--- src/rtl/canny_window_if.sv ---
// Pixel-source / line-buffer / window-strobe bundle for canny_window_ctrl.
// The master is the pixel source and window consumer; the slave is the controller.
interface canny_window_if #(
  parameter int W = 8
);
  logic         start;
  logic         abort;
  logic         in_valid;
  logic         in_ready;
  logic [W-1:0] in_pixel;
  logic         in_eol;
  logic         out_ready;
  logic         lb_ce;
  logic [W-1:0] lb_pixel;
  logic         lb_clear;
  logic         win_valid;
  logic [15:0]  win_row;
  logic [15:0]  win_col;
  logic         busy;
  logic         frame_done;
  logic         sync_err;

  modport master (
    output start, abort, in_valid, in_pixel, in_eol, out_ready,
    input  in_ready, lb_ce, lb_pixel, lb_clear, win_valid, win_row, win_col,
           busy, frame_done, sync_err
  );

  modport slave (
    input  start, abort, in_valid, in_pixel, in_eol, out_ready,
    output in_ready, lb_ce, lb_pixel, lb_clear, win_valid, win_row, win_col,
           busy, frame_done, sync_err
  );
endinterface

--- src/rtl/canny_window_ctrl.sv ---
// Sequencer for the Canny 3x3 window line buffer: pixel handshake, frame position, drain, window strobe.
// Optional WIN_STALL_CNT_EN adds a saturating stall_cnt port counting RUN/FLUSH cycles without lb_ce.
module canny_window_ctrl #(
  parameter int IMG_W  = 256,
  parameter int IMG_H  = 256,
  parameter int LB_LAT = 2,
  parameter int W      = 8
) (
  input  logic          clk,
  input  logic          rst,
  canny_window_if.slave bus
`ifdef WIN_STALL_CNT_EN
  ,
  output logic [31:0]   stall_cnt
`endif
);
  localparam int CW = $clog2(IMG_W);
  localparam int RW = $clog2(IMG_H);
  localparam int FW = $clog2(LB_LAT + 1);
  localparam logic [CW-1:0] COL_LAST   = CW'(IMG_W - 1);
  localparam logic [RW-1:0] ROW_LAST   = RW'(IMG_H - 1);
  localparam logic [FW-1:0] FLUSH_LAST = FW'(LB_LAT - 1);

  typedef enum logic [2:0] {S_IDLE, S_CLEAR, S_RUN, S_FLUSH, S_DONE} state_t;

  state_t            r_state;
  state_t            w_next;
  logic [RW-1:0]     r_row;
  logic [CW-1:0]     r_col;
  logic [FW-1:0]     r_flush_cnt;
  logic              r_abort_clr;
  logic              r_sync_err;
  logic              r_win_valid;
  logic [15:0]       r_win_row;
  logic [15:0]       r_win_col;
  logic [LB_LAT-1:0] r_vld_p;
  logic [RW-1:0]     r_row_p [LB_LAT];
  logic [CW-1:0]     r_col_p [LB_LAT];

  logic w_abort;
  logic w_start_ok;
  logic w_accept;
  logic w_last;
  logic w_ce;
  logic w_push_vld;
  logic w_strobe;

  // Abort only matters once a frame is under way, and beats start/accept in the same cycle.
  assign w_abort    = bus.abort & (r_state != S_IDLE);
  assign w_start_ok = bus.start & ~bus.abort & (r_state == S_IDLE);
  assign w_accept   = bus.in_valid & bus.in_ready;
  assign w_last     = (r_row == ROW_LAST) & (r_col == COL_LAST);

  always_comb begin
    w_ce = 1'b0;
    if (!w_abort) begin
      if (r_state == S_RUN)        w_ce = w_accept;
      else if (r_state == S_FLUSH) w_ce = bus.out_ready;
    end
  end

  assign bus.in_ready   = (r_state == S_RUN) & bus.out_ready & ~bus.abort;
  assign bus.lb_ce      = w_ce;
  assign bus.lb_pixel   = (r_state == S_RUN) ? bus.in_pixel : '0;
  assign bus.lb_clear   = (r_state == S_CLEAR) | r_abort_clr;
  assign bus.busy       = (r_state != S_IDLE);
  assign bus.frame_done = (r_state == S_DONE) & ~bus.abort;
  assign bus.sync_err   = r_sync_err;
  assign bus.win_valid  = r_win_valid;
  assign bus.win_row    = r_win_row;
  assign bus.win_col    = r_win_col;

  always_ff @(posedge clk or posedge rst) begin
    if (rst) r_state <= S_IDLE;
    else     r_state <= w_next;
  end

  always_comb begin
    w_next = r_state;
    if (w_abort) begin
      w_next = S_IDLE;
    end else begin
      case (r_state)
        S_IDLE:  if (w_start_ok) w_next = S_CLEAR;
        S_CLEAR: w_next = S_RUN;
        S_RUN:   if (w_accept && w_last) w_next = S_FLUSH;
        S_FLUSH: if (w_ce && (r_flush_cnt == FLUSH_LAST)) w_next = S_DONE;
        S_DONE:  w_next = S_IDLE;
        default: w_next = S_IDLE;
      endcase
    end
  end

  always_ff @(posedge clk or posedge rst) begin
    if (rst) begin
      r_row       <= '0;
      r_col       <= '0;
      r_flush_cnt <= '0;
      r_abort_clr <= 1'b0;
      r_sync_err  <= 1'b0;
    end else begin
      r_abort_clr <= w_abort;
      if (w_start_ok)
        r_sync_err <= 1'b0;
      else if (w_accept && (bus.in_eol != (r_col == COL_LAST)))
        r_sync_err <= 1'b1;
      if (r_state == S_CLEAR) begin
        r_row       <= '0;
        r_col       <= '0;
        r_flush_cnt <= '0;
      end else if (w_accept) begin
        if (r_col == COL_LAST) begin
          r_col <= '0;
          r_row <= r_row + 1'b1;
        end else begin
          r_col <= r_col + 1'b1;
        end
      end
      if ((r_state == S_FLUSH) && w_ce) r_flush_cnt <= r_flush_cnt + 1'b1;
    end
  end

  // Tag pipe: mirrors the line buffer latency so a tag reaches the tail when its window is complete.
  assign w_push_vld = w_accept & (r_row >= RW'(2)) & (r_col >= CW'(2));

  always_ff @(posedge clk or posedge rst) begin
    if (rst) begin
      r_vld_p <= '0;
    end else if (r_state == S_CLEAR) begin
      r_vld_p <= '0;
    end else if (w_ce) begin
      r_vld_p[0] <= w_push_vld;
      for (int i = 1; i < LB_LAT; i++) r_vld_p[i] <= r_vld_p[i-1];
    end
  end

  always_ff @(posedge clk) begin
    if (w_ce) begin
      r_row_p[0] <= r_row - 1'b1;
      r_col_p[0] <= r_col - 1'b1;
      for (int i = 1; i < LB_LAT; i++) begin
        r_row_p[i] <= r_row_p[i-1];
        r_col_p[i] <= r_col_p[i-1];
      end
    end
  end

  // Strobe stage: registered from the tail on the ce that completes the window.
  assign w_strobe = w_ce & r_vld_p[LB_LAT-1];

  always_ff @(posedge clk or posedge rst) begin
    if (rst) begin
      r_win_valid <= 1'b0;
      r_win_row   <= '0;
      r_win_col   <= '0;
    end else begin
      r_win_valid <= w_strobe;
      if (w_strobe) begin
        r_win_row <= 16'(r_row_p[LB_LAT-1]);
        r_win_col <= 16'(r_col_p[LB_LAT-1]);
      end
    end
  end

`ifdef WIN_STALL_CNT_EN
  logic [31:0] r_stall_cnt;

  always_ff @(posedge clk or posedge rst) begin
    if (rst)
      r_stall_cnt <= '0;
    else if (r_state == S_CLEAR)
      r_stall_cnt <= '0;
    else if (((r_state == S_RUN) || (r_state == S_FLUSH)) && !w_ce && (r_stall_cnt != '1))
      r_stall_cnt <= r_stall_cnt + 1'b1;
  end

  assign stall_cnt = r_stall_cnt;
`endif

endmodule

--- src/flat_wrapper.sv ---
// flat-port wrapper written by rule: the top's interface ports become plain ports
module canny_window_ctrl_flat 
#(
  parameter int IMG_W  = 256,
  parameter int IMG_H  = 256,
  parameter int LB_LAT = 2,
  parameter int W      = 8
)
  (clk, rst, bus_start, bus_abort, bus_in_valid, bus_in_pixel, bus_in_eol, bus_out_ready, bus_in_ready, bus_lb_ce, bus_lb_pixel, bus_lb_clear, bus_win_valid, bus_win_row, bus_win_col, bus_busy, bus_frame_done, bus_sync_err);
  canny_window_if #(.W(W)) bus_i ();
  input  logic clk;
  input  logic rst;
  input wire logic [$bits(bus_i.start)-1:0] bus_start;
  input wire logic [$bits(bus_i.abort)-1:0] bus_abort;
  input wire logic [$bits(bus_i.in_valid)-1:0] bus_in_valid;
  input wire logic [$bits(bus_i.in_pixel)-1:0] bus_in_pixel;
  input wire logic [$bits(bus_i.in_eol)-1:0] bus_in_eol;
  input wire logic [$bits(bus_i.out_ready)-1:0] bus_out_ready;
  output wire logic [$bits(bus_i.in_ready)-1:0] bus_in_ready;
  output wire logic [$bits(bus_i.lb_ce)-1:0] bus_lb_ce;
  output wire logic [$bits(bus_i.lb_pixel)-1:0] bus_lb_pixel;
  output wire logic [$bits(bus_i.lb_clear)-1:0] bus_lb_clear;
  output wire logic [$bits(bus_i.win_valid)-1:0] bus_win_valid;
  output wire logic [$bits(bus_i.win_row)-1:0] bus_win_row;
  output wire logic [$bits(bus_i.win_col)-1:0] bus_win_col;
  output wire logic [$bits(bus_i.busy)-1:0] bus_busy;
  output wire logic [$bits(bus_i.frame_done)-1:0] bus_frame_done;
  output wire logic [$bits(bus_i.sync_err)-1:0] bus_sync_err;
  assign bus_i.start = bus_start;
  assign bus_i.abort = bus_abort;
  assign bus_i.in_valid = bus_in_valid;
  assign bus_i.in_pixel = bus_in_pixel;
  assign bus_i.in_eol = bus_in_eol;
  assign bus_i.out_ready = bus_out_ready;
  assign bus_in_ready = bus_i.in_ready;
  assign bus_lb_ce = bus_i.lb_ce;
  assign bus_lb_pixel = bus_i.lb_pixel;
  assign bus_lb_clear = bus_i.lb_clear;
  assign bus_win_valid = bus_i.win_valid;
  assign bus_win_row = bus_i.win_row;
  assign bus_win_col = bus_i.win_col;
  assign bus_busy = bus_i.busy;
  assign bus_frame_done = bus_i.frame_done;
  assign bus_sync_err = bus_i.sync_err;
  canny_window_ctrl #(.IMG_W(IMG_W), .IMG_H(IMG_H), .LB_LAT(LB_LAT), .W(W)) u_core (.clk(clk), .rst(rst), .bus(bus_i));
endmodule
--- config.mk ---
export PLATFORM = sky130hd
export DESIGN_NAME = canny_window_ctrl_flat
export DESIGN_NICKNAME = d
export VERILOG_FILES = /design/src/rtl/canny_window_if.sv /design/src/rtl/canny_window_ctrl.sv /design/src/flat_wrapper.sv
export SDC_FILE = /design/constraint.sdc
export NUM_CORES = 1
export LEC_CHECK = 0
export CAP_MARGIN = 0
export CORE_AREA = 2 2 70 106
export CTS_CLUSTER_SIZE = 14
export DETAILED_ROUTE_END_ITERATION = 7
export DIE_AREA = 0 0 72 108
export PLACE_DENSITY = 0.78
export SETUP_SLACK_MARGIN = 0.5
export SYNTH_ARGS = -nofsm -noshare
export SYNTH_HDL_FRONTEND = slang
export SYNTH_SLANG_ARGS = --single-unit
--- constraint.sdc ---
create_clock -name clk -period 3.5 [get_ports clk]
set_input_delay 0.35 -clock clk [delete_from_list [all_inputs] [get_ports clk]]
set_output_delay 0.35 -clock clk [all_outputs]
set_load 0.1 [all_outputs]
# [Yosys cells after proc, flatten, opt, wreduce, memory -nomap -nowiden]
# Memories as Yosys holds them, arrays and structs flattened. A register that Yosys moved wholly into a read port is not among the register bits.
# Cells that the tools add are included.
[totals] ff_bits=26 latch_bits=0 ram_bits=32 mem_bits_ro=0 in_bits=15 out_inout_bits=47 word_cells=77 memories=2
[memory_table] name="u_core.r_col_p" depth=2 word_bits=8 rd=2 rd_clocked_by_memory_dff=1 write_ports=2 line_no="canny_window_ctrl.sv:38" rtl="logic [CW-1:0] r_col_p [LB_LAT];"
[memory_table] name="u_core.r_row_p" depth=2 word_bits=8 rd=2 rd_clocked_by_memory_dff=1 write_ports=2 line_no="canny_window_ctrl.sv:37" rtl="logic [RW-1:0] r_row_p [LB_LAT];"
[classes] add_sub_neg=5 mul=0 div=0 n_lt_le_gt_ge=2 n_eq_ne=11 shifts=0 n_mux=23 bitwise_logic=13 n_reduce_logical=13
[op_table] operator="$mux 8" n=7
[op_table] operator="$add 8x1->8 const B" n=2
[op_table] operator="$eq 8x8->1 const B" n=2
[op_table] operator="$ge 8x2->1 const B" n=2
[op_table] operator="$sub 8x1->8 const B" n=2
[op_table] operator="$mux 3" n=4
[op_table] operator="$pmux 3 s4" n=1
[op_table] operator="$and 1x1->1" n=11
[op_table] operator="$reduce_bool 2->1" n=5
[op_table] operator="$mux 2" n=4
[op_table] operator="$mux 1" n=7
[op_table] operator="$eq 3x2->1 const B" n=2
[op_table] operator="$ne 3x2->1 const B" n=2
[op_table] operator="$logic_and 1x1->1" n=4
[op_table] operator="$eq 3x1->1 const B" n=1
[op_table] operator="$eq 3x3->1 const B" n=1
[op_table] operator="$logic_not 3->1" n=1
[op_table] operator="$ne 3x1->1 const B" n=1
[op_table] operator="$reduce_and 3->1" n=1
[op_table] operator="$reduce_bool 3->1" n=1
[op_table] operator="$add 2x1->2 const B" n=1
[op_table] operator="$eq 2x1->1 const B" n=1
[op_table] operator="$reduce_and 2->1" n=1
[op_table] operator="$ne 1x1->1" n=1
[op_table] operator="other kinds (2)" n=2

# [Depth between registers and ports, before layout]
[depth] word_depth=10 mapped_depth=6 ltp_nobuf=6

# [Worst setup path before layout]
# No wires, ideal clock.
[synth_timing] kind="reg-to-reg" start="reg u_core.r_state[2]" end="reg u_core.r_win_col[4], in the netlist u_core.bus.win_col[4], read port of u_core.r_col_p" setup_ns=0.128 arrival_ns=4.326 required_ns=3.372 setup_slack_ns=-0.954 path_stages_with_launch=7 n_path_buf=2 synth_period_minus_slack_ns=4.454 path_cell_list="dfrtp_1 -> nand2b_1 -> buf_4 -> nor3_2 -> nand2_2 -> buf_2 -> mux2_1"
[synth_between] elab_chain_cells=7 word_cells_on_any_way=11 classes_between="eq/ne (2); mux (3); bitwise (5); reduce/logical (1)"
[synth_lines] element="from (decl)" line_no="canny_window_ctrl.sv:26" rtl="state_t r_state;"
[synth_lines] element="from (signal assigned)" line_no="canny_window_ctrl.sv:75" rtl="else r_state <= w_next;"
[synth_lines] element="$eq 3x2->1" line_no="canny_window_ctrl.sv:57, canny_window_ctrl.sv:62"
[synth_lines] element="$and 1x1->1 (2 in a row)" line_no="canny_window_ctrl.sv:62" rtl="assign bus.in_ready = (r_state == S_RUN) & bus.out_ready & ~bus.abort;"
[synth_lines] element="$and 1x1->1" line_no="canny_window_ctrl.sv:51" rtl="assign w_accept = bus.in_valid & bus.in_ready;"
[synth_lines] element="$mux 1" line_no="canny_window_ctrl.sv:57" rtl="if (r_state == S_RUN) w_ce = w_accept;"
[synth_lines] element="$mux 1 (*)" line_no="canny_window_ctrl.sv:56" rtl="if (!w_abort) begin"
[synth_lines] element="via bus_lb_ce" line_no="flat_wrapper.sv:20" rtl="output wire logic [$bits(bus_i.lb_ce)-1:0] bus_lb_ce;"
[synth_lines] element="$and 1x1->1 (*)" line_no="canny_window_ctrl.sv:149" rtl="assign w_strobe = w_ce & r_vld_p[LB_LAT-1];"
[synth_lines] element="to (decl)" line_no="canny_window_ctrl.sv:35" rtl="logic [15:0] r_win_col;"
# The timed path passes the listed nets; every way through them passes the cells marked *.
# A chain may end at the register's enable or synchronous reset.

# [Worst setup path after layout]
[layout_timing] start="reg u_core.r_state[1]" end="out bus_busy"
[layout_between] elab_chain_cells=1
[layout_lines] element="$reduce_bool 3->1" line_no="canny_window_ctrl.sv:66" rtl="assign bus.busy = (r_state != S_IDLE);"
[layout_lines] element="to (decl)" line_no="flat_wrapper.sv:26" rtl="output wire logic [$bits(bus_i.busy)-1:0] bus_busy;"
# Every way passes these cells.

==> impl_metrics.env <==
export IMPL_clock_path_buffers=2
export IMPL_cts_root_buf="clkbuf_8"
export IMPL_crit_type="reg -> out"
export IMPL_grt_pass1_vias=2283
export IMPL_grt_usage_pct=17.1
export IMPL_cts_setup_buffers=0
export IMPL_endpoint="bus_busy"
export IMPL_cts_tree="done"
export IMPL_setup_worst_path_start="u_core.r_state[1]$_DFFE_PP0P_"
export IMPL_ys_warnings_count=0
export IMPL_drt_initial_drc_count=112
export IMPL_stdcell_area_mm2=0.00410
export IMPL_ys_types=51
export IMPL_final_antenna_net_count=0
export IMPL_yosys_register_bits=74
export IMPL_numCtsBuffers=9
export IMPL_setup_violations=0
export IMPL_clkTransAtPathRegs_ns=0.08
export IMPL_synth_seq_area_share_pct=56.8
export IMPL_crit_arrival_ns=2.32
export IMPL_core_area_mm2=0.00681
export IMPL_grt_overflow_total=0
export IMPL_timing_fmax_mhz=375
export IMPL_die_w_um=72
export IMPL_vias=2318
export IMPL_cts_max_level=3
export IMPL_finalNetCount=361
export IMPL_rsz0062_at_grt="no"
export IMPL_syn_area_per_cell_um2=11.9
export IMPL_route_detailed_drc=0
export IMPL_final_core_util_pct=60.3
export IMPL_place_area_mm2=0.00394
export IMPL_port_buffers=45
export IMPL_grt_pass1_wl_mm=10.1
export IMPL_cp_start_kind="flip-flop"
export IMPL_drt_total_wl_mm=5.99
export IMPL_r2r_slack_ns=1.18
export IMPL_min_period_over_period_pct=76.2
export IMPL_finalClockSkew_ns=0.00673
export IMPL_min_path_type="reg -> reg"
export IMPL_via_per_inst=5.49
export IMPL_required_ns=3.15
export IMPL_gp_congestion=0.875
export IMPL_async_reset_ff_share_pct=56.8
export IMPL_synth_ff_type="dfrtp_1"
export IMPL_start_util_pct=52.1
export IMPL_cts_hold_buffers=0
export IMPL_reg2reg_depth=5
export IMPL_synthCells=298
export IMPL_slew_violations=0
export IMPL_worst_pin_slew_ns=0.964
export IMPL_post_route_min_period_ns=2.67
export IMPL_grt_max_degree=43
export IMPL_die_area_mm2=0.00778
export IMPL_worstSetupEndpointType="output port"
export IMPL_drive_gt1_share_pct=13.7
export IMPL_worstPathMaxFanout=11
export IMPL_fp_dieH_um=108
export IMPL_diodes=0
export IMPL_ir_worst_vdd_uv=239
export IMPL_power_density_mw_per_mm2=462
export IMPL_clk_latency_ns=0.34
export IMPL_finalSetupTns_ns=0
export IMPL_area_growth_pct=15.7
export IMPL_antenna_found_initial=0
export IMPL_drv_cap=0
export IMPL_hpwlAfterDp_mm=4.29
export IMPL_status="finished clean"
export IMPL_reg2reg_from="u_core.r_col[1]$_DFFE_PP0P_"
export IMPL_leakagePower_nw=1.70
export IMPL_hold_viol_final=0
export IMPL_synth_edf_count=32
export IMPL_ios=62
export IMPL_cts_resized=0
export IMPL_wl_per_cell_um=14.2
export IMPL_fillers=533
export IMPL_drtPass1Iterations=4
export IMPL_relSlewSlack_pct=35.5
export IMPL_r2r_end="u_core.r_row[3]$_DFFE_PP0P_"
export IMPL_clkSinkCount=74
export IMPL_num_rows=37
export IMPL_syn_cell_area_mm2=0.00354
-- sequential cells by signal (all words and copies together), names as in the netlist --
register,count
u_core.r_state,3
u_core.r_col,8
u_core.bus.win_row,8
u_core.r_abort_clr,1
u_core.r_vld_p,2
u_core.r_row,8
u_core.bus.win_valid,1
u_core.r_row_p,16
u_core.r_col_p,16
u_core.bus.sync_err,1
u_core.bus.win_col,8
u_core.r_flush_cnt,2
-- placed cells by master, fill, tap and decap left out, drive strengths merged, types with 2 or more instances in the layout --
| cell | instances |
|---|---|
| nor2 | 16 |
| o41ai | 2 |
| buf | 14 |
| or4 | 5 |
| a21oi | 8 |
| nand3 | 9 |
| o211ai | 2 |
| clkbuf | 11 |
| clkdlybuf4s50 | 33 |
| ha | 7 |
| nand2 | 27 |
| nor4 | 7 |
| o21ai | 4 |
| nand4 | 3 |
| edfxtp | 32 |
| mux2 | 16 |
| mux2i | 4 |
| o32ai | 2 |
| inv | 13 |
| nor3 | 9 |
| dfrtp | 42 |
| conb | 16 |
| nand2b | 9 |
| and2 | 10 |
| or3 | 4 |
| xor2 | 8 |
| nor4b | 3 |
| xnor2 | 8 |
| clkinv | 4 |
-- kinds of logic (layout without fill, tap and decap cells) --
logic type / Yosys count / count (layout) / share of synthesized area, %
flip-flops: 74 / 74 / 56.8
adder cells (fa/ha/maj): 7 / 7 / 2.47
XOR/XNOR: 16 / 16 / 3.95
other: 1 / 16 / 0.106
multiplexers: 20 / 20 / 6.21
AND/OR/NAND/NOR: 109 / 109 / 17.4
AO/OA/AOI/OAI: 26 / 26 / 5.01
buffers and inverters: 45 / 76 / 8.05
-- where the power goes --
part           total [mW]  internal (mW)  leakage [nW]  switching (mW)
Clock               0.554          0.255        0.0831           0.299
Combinational       0.390         0.0874         0.771           0.303
Sequential          0.951          0.931         0.844          0.0205
-- metrics by stage --
stage,power (mW),setup WS [ns],instances,hold slack (ns)
after global placement,1.35,1.03,406,0.402
after global routing,1.98,0.784,422,0.428
after detailed placement,1.36,0.985,406,0.405
after floorplan,1.30,0.230,313,0.400
final,1.90,0.832,422,0.422
after CTS,1.92,0.820,422,0.422
-- synth_stat cells, types with 2 or more instances --
cell type / count / share of area, %
a21oi_1: 8 / 1.1
and2_1: 10 / 1.8
buf_2: 3 / 0.42
buf_4: 19 / 4.0
buf_6: 5 / 1.6
clkbuf_1: 4 / 0.42
dfrtp_1: 42 / 30
edfxtp_1: 32 / 27
ha_1: 7 / 2.5
inv_1: 13 / 1.4
mux2_1: 7 / 2.2
mux2_2: 9 / 2.9
mux2i_1: 4 / 1.1
nand2_1: 26 / 2.8
nand2b_1: 8 / 1.4
nand3_1: 9 / 1.3
nand4_1: 2 / 0.35
nor2_1: 16 / 1.7
nor3_1: 8 / 1.1
nor4_1: 7 / 1.2
nor4b_1: 3 / 0.74
o211ai_1: 2 / 0.42
o21ai_0: 3 / 0.42
o32ai_1: 2 / 0.49
o41ai_1: 2 / 0.49
or3_1: 4 / 0.71
or4_1: 5 / 1.1
xnor2_1: 8 / 2.0
xor2_1: 8 / 2.0
-- cell type report --
cell class	count	area [µm²]	area share (%)
clock inverter	5	31.3	0.763
clock buffer	11	131	3.20
inverter	13	48.8	1.19
timing repair buffer	47	448	10.9
multi-input combinational	194	1330	32.5
tap	78	97.6	2.38
sequential	74	2010	49.1
-- worst max-delay path, cell delays in order (launching register included) --
cell,delay [ns]
dfrtp_1,0.53
or3_1,0.46
clkdlybuf4s50_1,0.98
-- how the worst min path moves through the flow --
stage / from / endpoint / slack [ns] / cells past startpoint
floorplan: u_core.r_col_p[0][0]$_DFFE_PP_ / u_core.r_col_p[1][0]$_DFFE_PP_ / 0.40 / 0
global placement: u_core.r_row_p[0][5]$_DFFE_PP_ / u_core.r_row_p[1][5]$_DFFE_PP_ / 0.40 / 0
detailed placement: u_core.r_row_p[0][0]$_DFFE_PP_ / u_core.r_row_p[1][0]$_DFFE_PP_ / 0.40 / 0
CTS: u_core.r_row_p[0][0]$_DFFE_PP_ / u_core.r_row_p[1][0]$_DFFE_PP_ / 0.42 / 0
global route: u_core.r_col_p[0][6]$_DFFE_PP_ / u_core.r_col_p[1][6]$_DFFE_PP_ / 0.43 / 0
finish: u_core.r_row_p[0][0]$_DFFE_PP_ / u_core.r_row_p[1][0]$_DFFE_PP_ / 0.42 / 0
-- layer usage --
layer  global-route usage [%]  wire (µm)
met1                     19.8       2370
met2                     28.4       3090
met3                     4.85        350
met4                     9.57        178
met5                        0          0
Note: power is estimated with default switching activity, not from simulation.
==> RTL change 1 (same settings) <==
`IMG_H` is set to 256 in 2 places; all go to 512.
--- a/src/rtl/canny_window_ctrl.sv
+++ b/src/rtl/canny_window_ctrl.sv
@@ -3,5 +3,5 @@
 module canny_window_ctrl #(
   parameter int IMG_W  = 256,
-  parameter int IMG_H  = 256,
+  parameter int IMG_H  = 512,
   parameter int LB_LAT = 2,
   parameter int W      = 8
--- a/src/flat_wrapper.sv
+++ b/src/flat_wrapper.sv
@@ -3,5 +3,5 @@
 #(
   parameter int IMG_W  = 256,
-  parameter int IMG_H  = 256,
+  parameter int IMG_H  = 512,
   parameter int LB_LAT = 2,
   parameter int W      = 8
Function: no difference found for any inputs over 10 cycles, from zero or initial values and one cycle with rst high; that may be too few to reach the edited logic, so the function may still have changed.
==> RTL change 1 against the original RTL <==
Synthesized cell count rose by 0.34%; final area rose by 3.4%; power rose by 12%; critical endpoint is now bus_lb_ce; area after synthesis rose by 0.49%; routed wire length rose by 4.3%; sequential power rose by 4.9%; setup slack got worse by 29 ps; sequential cell count rose by 4; count of clock-buffer cells in the layout fell by 1; fmax fell by 1.1%.
==> RTL change 1: results (changes against the original RTL) <==
placed_cell_area_sq_um: 4030  # +2.2%
numPortBuffers: 46  # +2.2%
r2r-start: "u_core.r_state[1]$_DFFE_PP0P_"
ys_seq_area_frac: 0.596  # +0.0281
clock_buffers: 10  # -1
seq_cells: 78  # +5.4%
grt_max_degree: 38  # -12%
n_all_inverters: 12  # -1
seqCellArea_sq_um: 2120  # +5.5%
drt_wl_total_microns: 6250  # +4.3%
drt_iter0_markers: 131  # +17%
dp.cells: 413  # +1.7%
final-clk-cell-share: 0.0505  # +0.0108
slowest_delay_ps: 550  # -430 ps
async_flop_share: 0.564  # -0.00347
buffers: 51  # +8.5%
gp_congestion: 0.831  # -5.0%
grtUsageTotal: 0.173  # +0.00191
hpwl_microns: 4390  # +2.3%
drive_gt1_frac: 0.154  # +0.0172
crit_arrival_ps: 2350  # +30 ps
status: "finished clean"
nNetsFinal: 369  # +2.2%
rr_worst_depth: 4  # -1
pre_cts_slack_ps: 748  # -236 ps
crit_end: "bus_lb_ce"
tightest_slew_ps: 1070  # +101 ps
## RTL change 1: cell count changes in the layout (fill, tap and decap cells not counted), moves of 3 or more
| cell | delta |
|---|---|
| and4_1 | +3 |
| buf_4 | +4 |
| o21ai_0 | +4 |
| mux2_1 | -7 |
| nor3_1 | +3 |
| nand2b_1 | -3 |
| nor4_1 | -3 |
| nand4_1 | +3 |
| mux2_2 | +8 |
## RTL change 1: logic make-up after synthesis
kind of cell,share of synthesized area
AO/OA/AOI/OAI,0.0453
flip-flops,0.596
adder cells (fa/ha/maj),0.0281
AND/OR/NAND/NOR,0.163
other,0.00105
XOR/XNOR,0.0443
multiplexers,0.0594
buffers and inverters,0.0629
## RTL change 1: routing by layer
layer	routed length [microns]	global-route usage
met5	0	0
met4	165	0.0916
met2	3210	0.293
met1	2580	0.202
met3	300	0.0401
## RTL change 1: power breakdown
part           leakage, nW  internal (mW)  switching, mW
Clock                0.108          0.401          0.323
Combinational        0.798         0.0868          0.319
Sequential           0.883          0.980         0.0185
==> RTL change 2 (same flow settings) <==
Without the edit above. The 5 states of `state_t` get a Gray code encoding in 3 bits.
--- a/src/rtl/canny_window_ctrl.sv
+++ b/src/rtl/canny_window_ctrl.sv
@@ -22,5 +22,5 @@
   localparam logic [FW-1:0] FLUSH_LAST = FW'(LB_LAT - 1);
 
-  typedef enum logic [2:0] {S_IDLE, S_CLEAR, S_RUN, S_FLUSH, S_DONE} state_t;
+  typedef enum logic [2:0] {S_IDLE = 3'b000, S_CLEAR = 3'b001, S_RUN = 3'b011, S_FLUSH = 3'b010, S_DONE = 3'b110} state_t;
 
   state_t            r_state;
Check against the original RTL: same outputs for any inputs over 10 cycles, from zero or initial values and one cycle with rst high; not proved beyond that.
==> RTL change 2 against the original RTL <==
Sequential cell count is the same; routed wire length shrank 3.9%; synthesized cell count shrank 3.7%; area after synthesis shrank 2.3%; setup slack gained 240 ps; via count shrank 4.4%; final area grew 0.89%; power grew 11%; highest routed layer unchanged.
==> RTL change 2: results (changes against the original RTL) <==
status: "finished clean"
hpwl_microns: 4080  # -5.0%
relSlewSlack: 0.351  # -0.00392
r2r_end: "u_core.r_row[4]$_DFFE_PP0P_"
dp.cells: 401  # -1.2%
synthTopCellsByArea: "dfrtp_1, edfxtp_1, buf_4, mux2_4, xnor2_1"
switchingPower_mw: 0.601  # -3.4%
nNetsFinal: 356  # -1.4%
hold_end: "u_core.r_col_p[1][7]$_DFFE_PP_"
gp_congestion: 0.791  # -9.5%
slowest_delay_ps: 560  # -420 ps
drive_gt1_frac: 0.162  # +0.0256
critPathMaxFanout: 12  # +1
postSynthCellCount: 287  # -3.7%
ir_worst_vdd_uv: 278  # +16%
grtUsageTotal: 0.163  # -0.00869
hp-class: "reg -> reg"
ys_seq_area_frac: 0.581  # +0.0133
crit_arrival_ps: 2080  # -240 ps
synth-edff-count: 32  # unchanged
cp_slowest_cell: "dfrtp_1"
grt_pass1_vias: 2131  # -6.7%
pre_cts_slack_ps: 1110  # +123 ps
routed_via_density: 5.31  # -3.3%
hold_slack_ps: 419  # -3.09 ps
ys.warnings.count: 0  # unchanged
worstHoldStart: "u_core.r_col_p[0][7]$_DFFE_PP_"
r2r-start: "u_core.r_col[1]$_DFFE_PP0P_"
cts_repair_resize_count: 0  # unchanged
drt_iter0_markers: 72  # -36%
yosysUniqueCellTypes: 41  # -20%
synth_mux_area_frac: 0.0647  # +0.00254
wl_per_cell_microns: 13.8  # -2.8%
reg2reg_slack_ps: 1480  # +300 ps
leakagePower_nw: 1.69  # -0.64%
synth_compound_area_frac: 0.0571  # +0.00696
synthAdderAreaFrac: 0.0253  # +0.000580
placed_cell_area_sq_um: 3890  # -1.3%
synthTopCellsByCount: "dfrtp_1, edfxtp_1, buf_4, nand2_1, inv_1"
fin_skew_ps: 5.05  # -1.68 ps
synthXorXnorAreaFrac: 0.0455  # +0.00599
path_clk_slew_ps: 70
grt_pass1_wl_microns: 9720  # -4.2%
numPortBuffers: 45  # unchanged
drt_wl_total_microns: 5760  # -3.9%
cts_root_buffer: "clkbuf_8"
==> RTL change 2: critical path: cells and delay by family (launching register included) <==
kind                   cells  cell delay [ps]
DFF                        1              560
and+or+nand+nor            2              750
buffers and inverters      2              430
==> RTL change 2: how the worst max path moves through the flow <==
stage                                             start                           endpoint  slack [ps]  cells after the start
after CTS                 u_core.r_state[1]$_DFFE_PP0P_                    bus_lb_pixel[5]        1030                      4
after global routing      u_core.r_state[1]$_DFFE_PP0P_                    bus_lb_pixel[3]         760                      4
after floorplan           u_core.r_state[2]$_DFFE_PP0P_  u_core.bus.win_col[4]$_DFFE_PP0P_         720                      6
after global placement                        bus_abort                          bus_lb_ce        1180                      5
after detailed placement                      bus_abort                          bus_lb_ce        1110                      5
final                     u_core.r_state[1]$_DFFE_PP0P_                    bus_lb_pixel[3]        1070                      4
==> RTL change 2: power by group through the flow <==
stage                     combinational [mW]  clock (mW)  sequential [mW]
final                                  0.340       0.813            0.946
after detailed placement               0.342           0            0.964
after global placement                 0.338           0            0.963
after CTS                              0.342       0.831            0.946
after floorplan                        0.207           0             1.04
after global routing                   0.357       0.868            0.950
==> RTL change 2: layer usage <==
layer / routed length (microns) / global-route usage / up-vias / part of all wire
met4: 112 / 0.0701 / 0 / 0.019
met1: 2330 / 0.194 / 1065 / 0.40
met3: 316 / 0.0429 / 12 / 0.055
met2: 3000 / 0.274 / 74 / 0.52
li1: - / - / 1064 / -
met5: 0 / 0 / - / 0
==> RTL change 2: final cells by class <==
cell class | count | area [sq um]
Fill cell | 558 | 2670
Clock buffer | 10 | 138
Tap cell | 78 | 97.6
Sequential cell | 74 | 2010
Inverter | 17 | 63.8
Timing Repair Buffer | 49 | 460
Multi-Input combinational cell | 183 | 1250
Clock inverter | 6 | 113
